## config.mk

```make
export PLATFORM = sky130hd
export DESIGN_NAME = pe_array_sched
export DESIGN_NICKNAME = d
export VERILOG_FILES = /design/src/rtl/pe_array_sched.sv
export SDC_FILE = /design/constraint.sdc
export NUM_CORES = 1
export LEC_CHECK = 0
export CAP_MARGIN = 40
export CORE_ASPECT_RATIO = 1.75
export CORE_MARGIN = 2
export CORE_UTILIZATION = 35
export CTS_CLUSTER_DIAMETER = 120
export DETAILED_ROUTE_END_ITERATION = 10
export GPL_TIMING_DRIVEN = 0
export PLACE_DENSITY = 0.58
export SYNTH_ARGS = -nofsm -noshare
export SYNTH_HDL_FRONTEND = slang
export SYNTH_SLANG_ARGS = --single-unit
export TNS_END_PERCENT = 30
```

## constraint.sdc

```tcl
create_clock -name clk -period 3.6 [get_ports clk]
set_input_delay 0.72 -clock clk [delete_from_list [all_inputs] [get_ports clk]]
set_output_delay 0.72 -clock clk [all_outputs]
set_load 0.02 [all_outputs]
```

## src/rtl/pe_array_sched.sv

```systemverilog
// pe_array_sched: sequencer for a weight-stationary systolic tile built from PE_row instances.
// Loads one weight tile through the top row, then streams skewed activation vectors into
// the rows, and flags when the bottom row's out_sum carries a valid result.
// Optional build macro SCHED_STALL_CNT_EN adds a 32-bit stall_cnt output that counts
// COMPUTE cycles where the scheduler was ready but no activation vector was offered.
module pe_array_sched #(
  parameter int data_width         = 19,
  parameter int w_tile_column_size = 6,
  parameter int w_tile_row_size    = 6,
  parameter int out_latency        = 12
) (
  input  logic                                       clk,
  input  logic                                       rst_n,
  input  logic                                       start,
  input  logic [15:0]                                num_vec,
  input  logic                                       w_valid,
  output logic                                       w_ready,
  input  logic [data_width*w_tile_column_size-1:0]   w_data,
  input  logic                                       a_valid,
  output logic                                       a_ready,
  input  logic [data_width*w_tile_row_size-1:0]      a_data,
  output logic                                       w_en,
  output logic                                       w_compute,
  output logic [data_width*w_tile_column_size-1:0]   weight_out,
  output logic [data_width*w_tile_row_size-1:0]      act_out,
  output logic                                       result_valid,
  output logic                                       busy,
  output logic                                       done
`ifdef SCHED_STALL_CNT_EN
  ,
  output logic [31:0]                                stall_cnt
`endif
);

  localparam int BW = $clog2(w_tile_row_size) + 1;
  localparam int FW = $clog2(out_latency) + 1;
  localparam logic [BW-1:0] BEATS      = BW'(w_tile_row_size);
  localparam logic [FW-1:0] FLUSH_LAST = FW'(out_latency - 1);

  localparam logic [2:0] IDLE    = 3'd0;
  localparam logic [2:0] LOAD    = 3'd1;
  localparam logic [2:0] GAP     = 3'd2;
  localparam logic [2:0] COMPUTE = 3'd3;
  localparam logic [2:0] FLUSH   = 3'd4;
  localparam logic [2:0] DONE    = 3'd5;

  logic [2:0]             state;
  logic [15:0]            num_vec_q;
  logic [15:0]            vec_cnt;
  logic [BW-1:0]          beat_cnt;
  logic [FW-1:0]          flush_cnt;
  logic [out_latency-1:0] valid_pipe;
  logic                   w_fire;
  logic                   a_fire;

  // w_ready stays low in the trailing LOAD cycle that carries the final weight shift,
  // so the tile never takes more than w_tile_row_size beats.
  assign w_ready      = (state == LOAD) && (beat_cnt < BEATS);
  assign a_ready      = (state == COMPUTE) && (vec_cnt < num_vec_q);
  assign w_fire       = w_valid & w_ready;
  assign a_fire       = a_valid & a_ready;
  assign w_compute    = (state == COMPUTE) || (state == FLUSH);
  assign busy         = (state != IDLE);
  assign done         = (state == DONE);
  assign result_valid = valid_pipe[out_latency-1];

  // Tile sequencing: load weights, one quiet cycle, compute, flush the array, report done.
  always_ff @(posedge clk or negedge rst_n) begin
    if (!rst_n) begin
      state     <= IDLE;
      num_vec_q <= '0;
      vec_cnt   <= '0;
      beat_cnt  <= '0;
      flush_cnt <= '0;
    end else begin
      case (state)
        IDLE: begin
          if (start) begin
            state     <= LOAD;
            num_vec_q <= num_vec;
            vec_cnt   <= '0;
            beat_cnt  <= '0;
            flush_cnt <= '0;
          end
        end
        LOAD: begin
          if (w_fire) begin
            beat_cnt <= beat_cnt + BW'(1);
          end
          if (beat_cnt == BEATS) begin
            state <= GAP;
          end
        end
        GAP: begin
          flush_cnt <= '0;
          state     <= (num_vec_q == 16'd0) ? FLUSH : COMPUTE;
        end
        COMPUTE: begin
          if (a_fire) begin
            vec_cnt <= vec_cnt + 16'd1;
            if (vec_cnt == num_vec_q - 16'd1) begin
              state <= FLUSH;
            end
          end
        end
        FLUSH: begin
          if (flush_cnt == FLUSH_LAST) begin
            state <= DONE;
          end else begin
            flush_cnt <= flush_cnt + FW'(1);
          end
        end
        DONE: begin
          state <= IDLE;
        end
        default: begin
          state <= IDLE;
        end
      endcase
    end
  end

  // Weight beats are registered toward the top row and shifted in on the following cycle.
  always_ff @(posedge clk or negedge rst_n) begin
    if (!rst_n) begin
      w_en       <= 1'b0;
      weight_out <= '0;
    end else begin
      w_en <= w_fire;
      if (w_fire) begin
        weight_out <= w_data;
      end
    end
  end

  // Accept strobes travel through a fixed-length pipe that mirrors the array latency.
  always_ff @(posedge clk or negedge rst_n) begin
    if (!rst_n) begin
      valid_pipe <= '0;
    end else begin
      valid_pipe <= {valid_pipe[out_latency-2:0], a_fire};
    end
  end

  // Row r gets an r+1 deep delay line; bubbles inject zeros into the array.
  for (genvar r = 0; r < w_tile_row_size; r++) begin : g_skew
    logic [data_width-1:0] stage [0:r];

    // Shift this row's activation slice down its skew chain.
    always_ff @(posedge clk or negedge rst_n) begin
      if (!rst_n) begin
        for (int j = 0; j <= r; j++) begin
          stage[j] <= '0;
        end
      end else begin
        stage[0] <= a_fire ? a_data[r*data_width +: data_width] : '0;
        for (int j = 1; j <= r; j++) begin
          stage[j] <= stage[j-1];
        end
      end
    end

    assign act_out[r*data_width +: data_width] = stage[r];
  end

`ifdef SCHED_STALL_CNT_EN
  // Count starved compute cycles per tile, saturating rather than wrapping.
  always_ff @(posedge clk or negedge rst_n) begin
    if (!rst_n) begin
      stall_cnt <= '0;
    end else if ((state == IDLE) && start) begin
      stall_cnt <= '0;
    end else if ((state == COMPUTE) && a_ready && !a_valid && (stall_cnt != '1)) begin
      stall_cnt <= stall_cnt + 32'd1;
    end
  end
`endif

endmodule

```

== Word level (Yosys, flattened, before mapping) ==
Cells that the tools add are included.
Word-level totals
  register bits: 570
  word-level logic and storage cells: 88
  input port bits: 249
Operators by class
  multiplexer cells: 22
  equal/unequal tests: 15
  reductions and logical operators: 14
  add/sub/neg operators: 4
  bitwise logic cells: 2
  $lt $le $gt $ge: 2
Operator list (number)
  two-way mux 19 bit: 6
  two-way mux 16 bit: 2
  one-hot mux 16 bit (2 select lines): 1
  two-way mux 3 bit: 6
  adder 16 x 1 -> 16 bit (second input constant): 1
  equality test 16 bit: 1
  logical NOT 16 bit: 1
  < comparator 16 bit: 1
  subtractor 16 x 1 -> 16 bit (second input constant): 1
  one-hot mux 3 bit (5 select lines): 1
  one-hot mux 5 bit (3 select lines): 1
  two-way mux 5 bit: 2
  AND reduction 3 bit: 3
  two-way mux 4 bit: 2
  != test 2 bit (second input constant): 4
  one-hot mux 4 bit (2 select lines): 1
  equality test 3 x 2 -> 1 bit (second input constant): 2
  equality test 3 bit (second input constant): 2
  != test 2 x 1 -> 1 bit (second input constant): 3
  nonzero test 3 bit: 2
  adder 5 x 1 -> 5 bit (second input constant): 1
  equality test 5 x 4 -> 1 bit (second input constant): 1
  AND reduction 5 bit: 1
  adder 4 x 1 -> 4 bit (second input constant): 1
  9 further kinds: 12

== Logic depth before layout (Yosys ltp) ==
  depth after elaboration: 5
  depth in mapped cells: 11

== Least setup slack after synthesis ==
No wires, ideal clock.
  path kind: flip-flop to flip-flop
  start: register num_vec_q[2]
  end: register state[2]
  cell stages (with the launch flop): 11
  arrival: 2.827 ns
  slack: 0.695 ns
  cells stage by stage: dfrtp_1 -> buf_6 -> or4_4 -> buf_6 -> or3_1 -> buf_2 -> or4_4 -> a2111oi_2 -> nand4_1 -> nor4_2 -> o21bai_1
Between the ends
  longest elaborated chain between the ends: 5
RTL lines
  start, declared: RTL line 48  | logic [15:0] num_vec_q;
  start signal, assigned: RTL line 80  | num_vec_q <= num_vec;
  branches (longest 5 deep; another with subtractor 16 x 1 -> 16 bit)
  end signal, assigned: RTL line 96  | state <= (num_vec_q == 16'd0) ? FLUSH : COMPUTE;
  end, declared: RTL line 47  | logic [2:0] state;
Several ways; the timed one is not identified.
A chain may end at the register's enable or synchronous reset.

== Final worst setup path ==
  start: register num_vec_q[6]
  end: output port a_ready
Between the ends
  longest elaborated chain between the ends: 2
RTL lines
  < comparator 16 bit: RTL line 59  | assign a_ready = (state == COMPUTE) && (vec_cnt < num_vec_q);
  logical AND 1 bit: RTL line 59
  end, declared: RTL line 20  | output logic a_ready,
Every way passes these cells.

==> results.toml <==
[synthesis]
synth_ff_type = "dfrtp_1"
synthAdderAreaFrac_pct = 1.44
synth.ff_latch_count = 570
synth_xor_area_share_pct = 1.47
synth-edff-count = 0
muxShareOfSynthArea_pct = 0.210
synth_compound_area_share_pct = 2.37
post_synth_inst_count = 1478
ys_seq_area_share_pct = 74.7
synth_top_area_share_pct = 74.7
ys_top_cells_by_area = "dfrtp_1 75%, nand2_1 7.5%, and3_1 3.8%"
synth-simple-area-share_pct = 14.1
syn_nets = 1749
syn-cell-area_sq_mm = 0.0191
ys_types = 54
synth_top_family_by_area = "simple AND/OR/NAND/NOR gates"
yosysWarningCount = 0
synth_top_cell_by_area = "dfrtp_1"
avgSynthCellArea_sq_um = 12.9
synthArstFlopShare_pct = 100

[drt]
wire_per_inst_microns = 18.4
routed_wl_microns = 50600
route.detailed.drc = 0
drtIter0Drc = 579
firstDrtPassIters = 5
vias_per_cell = 4.50
antenna_left = 0
vias = 12400

[timing]
slew_headroom_pct = 51.7
min_period_over_period_pct = 96.0
fin_ws_ps = 144
rsz0062_at_grt = "false"
slew_viol_final = 0
finalHoldViolations = 0
setup_viol = 0
finalCriticalPeriod_ps = 3460
skew_ps = 23.5
worst_pin_slew_ps = 725
max_freq_ghz = 0.289

[place]
routabilityCongestion = 0.873
dpl_cell_area_sq_mm = 0.0249
io_buffers = 483
place_ws_ps = -160
hpwl_microns = 37800

[layout]
drive_above_1_share_pct = 10.2
final_area_sq_mm = 0.0267
finalNetCount = 2290
fill_cells = 4803
post-route-util_pct = 49.3
area_growth_pct = 39.7

[cts]
clk_pin_slew_worst_paths_ps = 60
cts_sinks = 570
cts_tree = "built"
clock_path_buffers = 3
cts_hold_buf = 0
clock_latency_ps = 600
root_buffer = "clkbuf_16"
htree_levels = 2
cts_made_buffers = 52

[power]
p_seq_share_pct = 48.6
power_density_mw_per_mm2 = 554
peakVddDrop_uv = 362
p_leak_uw = 0.0130
clock_power_share_pct = 37.5
finalPower_uw = 14800
switchingPower_uw = 3720
power.internal_uw = 11100
swShare_pct = 25.2
power_frac_comb_pct = 13.9

[global_routing]
grt_max_degree = 131
overflow = 0
grt_pass1_vias = 13100
grt_pass1_wl_microns = 77100
grtUsageTotal_pct = 17.9
antenna_found_initial = 11

[setup_path]
crit_required_ps = 2880
endpoint_kind = "primary output"
r2r_slack_ps = 410
reg2reg_to = "state[2]"
crit_type = "reg2out"
r2r_start = "num_vec_q[4]"
path_max_fanout = 5
arrival_ps = 2740
setup.worst_path.start_class = "flip-flop"
rr_worst_depth = 8

[outcome]
status = "complete, no violations"

[floorplan]
die_h_microns = 313
core_sq_mm = 0.0542
die_w_microns = 181
start_util_pct = 35.3
ios = 484
die_area_sq_mm = 0.0565
rows = 113

[worst_hold_path]
worstHoldPathType = "in2async"

[run]
cap_violations = 0
power groups by stage:
stage	clock network, uW	registers [uW]	logic, uW
CTS	5730	7180	2100
finish	5540	7180	2060
global route	5980	7240	2230
detailed placement	0	7290	2090
global placement	0	7300	2050
floorplan	0	7510	641
registers in the layout, summed over array words and instances (netlist names), 3 cells and up:
name / count
vec_cnt: 16
beat_cnt: 4
state: 3
valid_pipe: 12
flush_cnt: 5
weight_out: 114
num_vec_q: 16
act_out: 95
g_skew.stage: 304
logic make-up (layout without fill, tap and decap cells):
| kind of cell | after synthesis | count (layout) |
|---|---|---|
| flops | 570 | 570 |
| buf+inv | 189 | 768 |
| mux | 4 | 4 |
| simple gates | 591 | 591 |
| other cells | 0 | 3 |
| xor+xnor | 32 | 32 |
| compound gates | 70 | 70 |
| fa+ha+maj | 22 | 22 |
how the worst max path moves through the flow:
stage / from / to / slack [ps]
floorplan: num_vec_q[2] / state[2] / 700
global placement: rst_n / weight_out[44] / -22470
detailed placement: num_vec_q[13] / g_skew[5].stage[99] / -160
CTS: num_vec_q[6] / a_ready / -8
global route: num_vec_q[6] / a_ready / 20
finish: num_vec_q[6] / a_ready / 140
per-stage QoR:
| stage | TNS, ps | hold slack, ps | std cells |
|---|---|---|---|
| 2_1_floorplan | 0 | 331 | 1478 |
| 3_3_place_gp | - | 331 | 2651 |
| 3_5_place_dp | -1850 | 335 | 2656 |
| 4_1_cts | -7.83 | 108 | 2746 |
| 5_1_grt | 0 | 138 | 2750 |
| 6_report | 0 | 115 | 2750 |
critical path, stage by stage, from the launching register on:
cell and delay, ps:
dfrtp_1 440, inv_1 90, ha_1 320, a21o_1 190
a21oi_1 200, o22ai_1 130, o31a_2 400, nor2_1 120
clkdlybuf4s15_2 280
cell usage in the layout, fill, tap and decap left out, types with 7 or more instances in the layout:
| cell | n |
|---|---|
| dfrtp_1 | 568 |
| clkdlybuf4s50_1 | 480 |
| nand2_1 | 381 |
| and3_1 | 116 |
| buf_4 | 99 |
| clkbuf_1 | 58 |
| clkbuf_16 | 52 |
| inv_1 | 26 |
| nor2_1 | 25 |
| o21ai_0 | 25 |
| ha_1 | 22 |
| xnor2_1 | 17 |
| xor2_1 | 15 |
| nand3_1 | 12 |
| nor3_1 | 10 |
| nand4_1 | 10 |
| clkbuf_8 | 10 |
| a21oi_1 | 9 |
| clkinv_2 | 8 |
| buf_1 | 7 |
synth_stat cells, drive strengths merged, types with 2 or more instances:
| cell | n |
|---|---|
| dfrtp | 570 |
| nand2 | 382 |
| and3 | 116 |
| buf | 108 |
| clkbuf | 54 |
| inv | 27 |
| nor2 | 25 |
| o21ai | 25 |
| ha | 22 |
| xnor2 | 17 |
| xor2 | 15 |
| nand3 | 12 |
| a21oi | 10 |
| nand4 | 10 |
| nor3 | 10 |
| or4 | 6 |
| a211oi | 5 |
| a21o | 5 |
| and2 | 5 |
| nor2b | 5 |
| mux2i | 4 |
| nor4 | 4 |
| o31ai | 4 |
| or3 | 4 |
| a2111oi | 3 |
| nand2b | 3 |
| o22ai | 3 |
| a31oi | 2 |
| nand3b | 2 |
| nor4b | 2 |
| o21bai | 2 |
| o41ai | 2 |
repair_timing:
item,4_1_cts,5_1_grt
cloned,0,0
pin swaps,0,1
gates resized for setup,8,4
setup buffers,0,3
setup endpoints to repair,43,9
metal layers:
metal	share of wire [%]	wire [microns]	GRT usage, %
met1	35	18000	19.4
met2	54	27400	33.1
met4	3.7	1890	7.20
met3	6.4	3220	4.61
met5	0.18	92	0
layout make-up:
type	instances	area (sq um)	share of cell area (%)
inverters	27	101	0.380
diodes	3	7.51	0.0281
clock inverters	20	253	0.947
well taps	690	863	3.24
clock buffers	72	1480	5.53
multi-input cells	719	3760	14.1
repair buffers	491	4980	18.7
plain buffers	158	972	3.64
flip-flops and latches	570	14300	53.5
No activity file was read; power rests on OpenSTA's default activity.
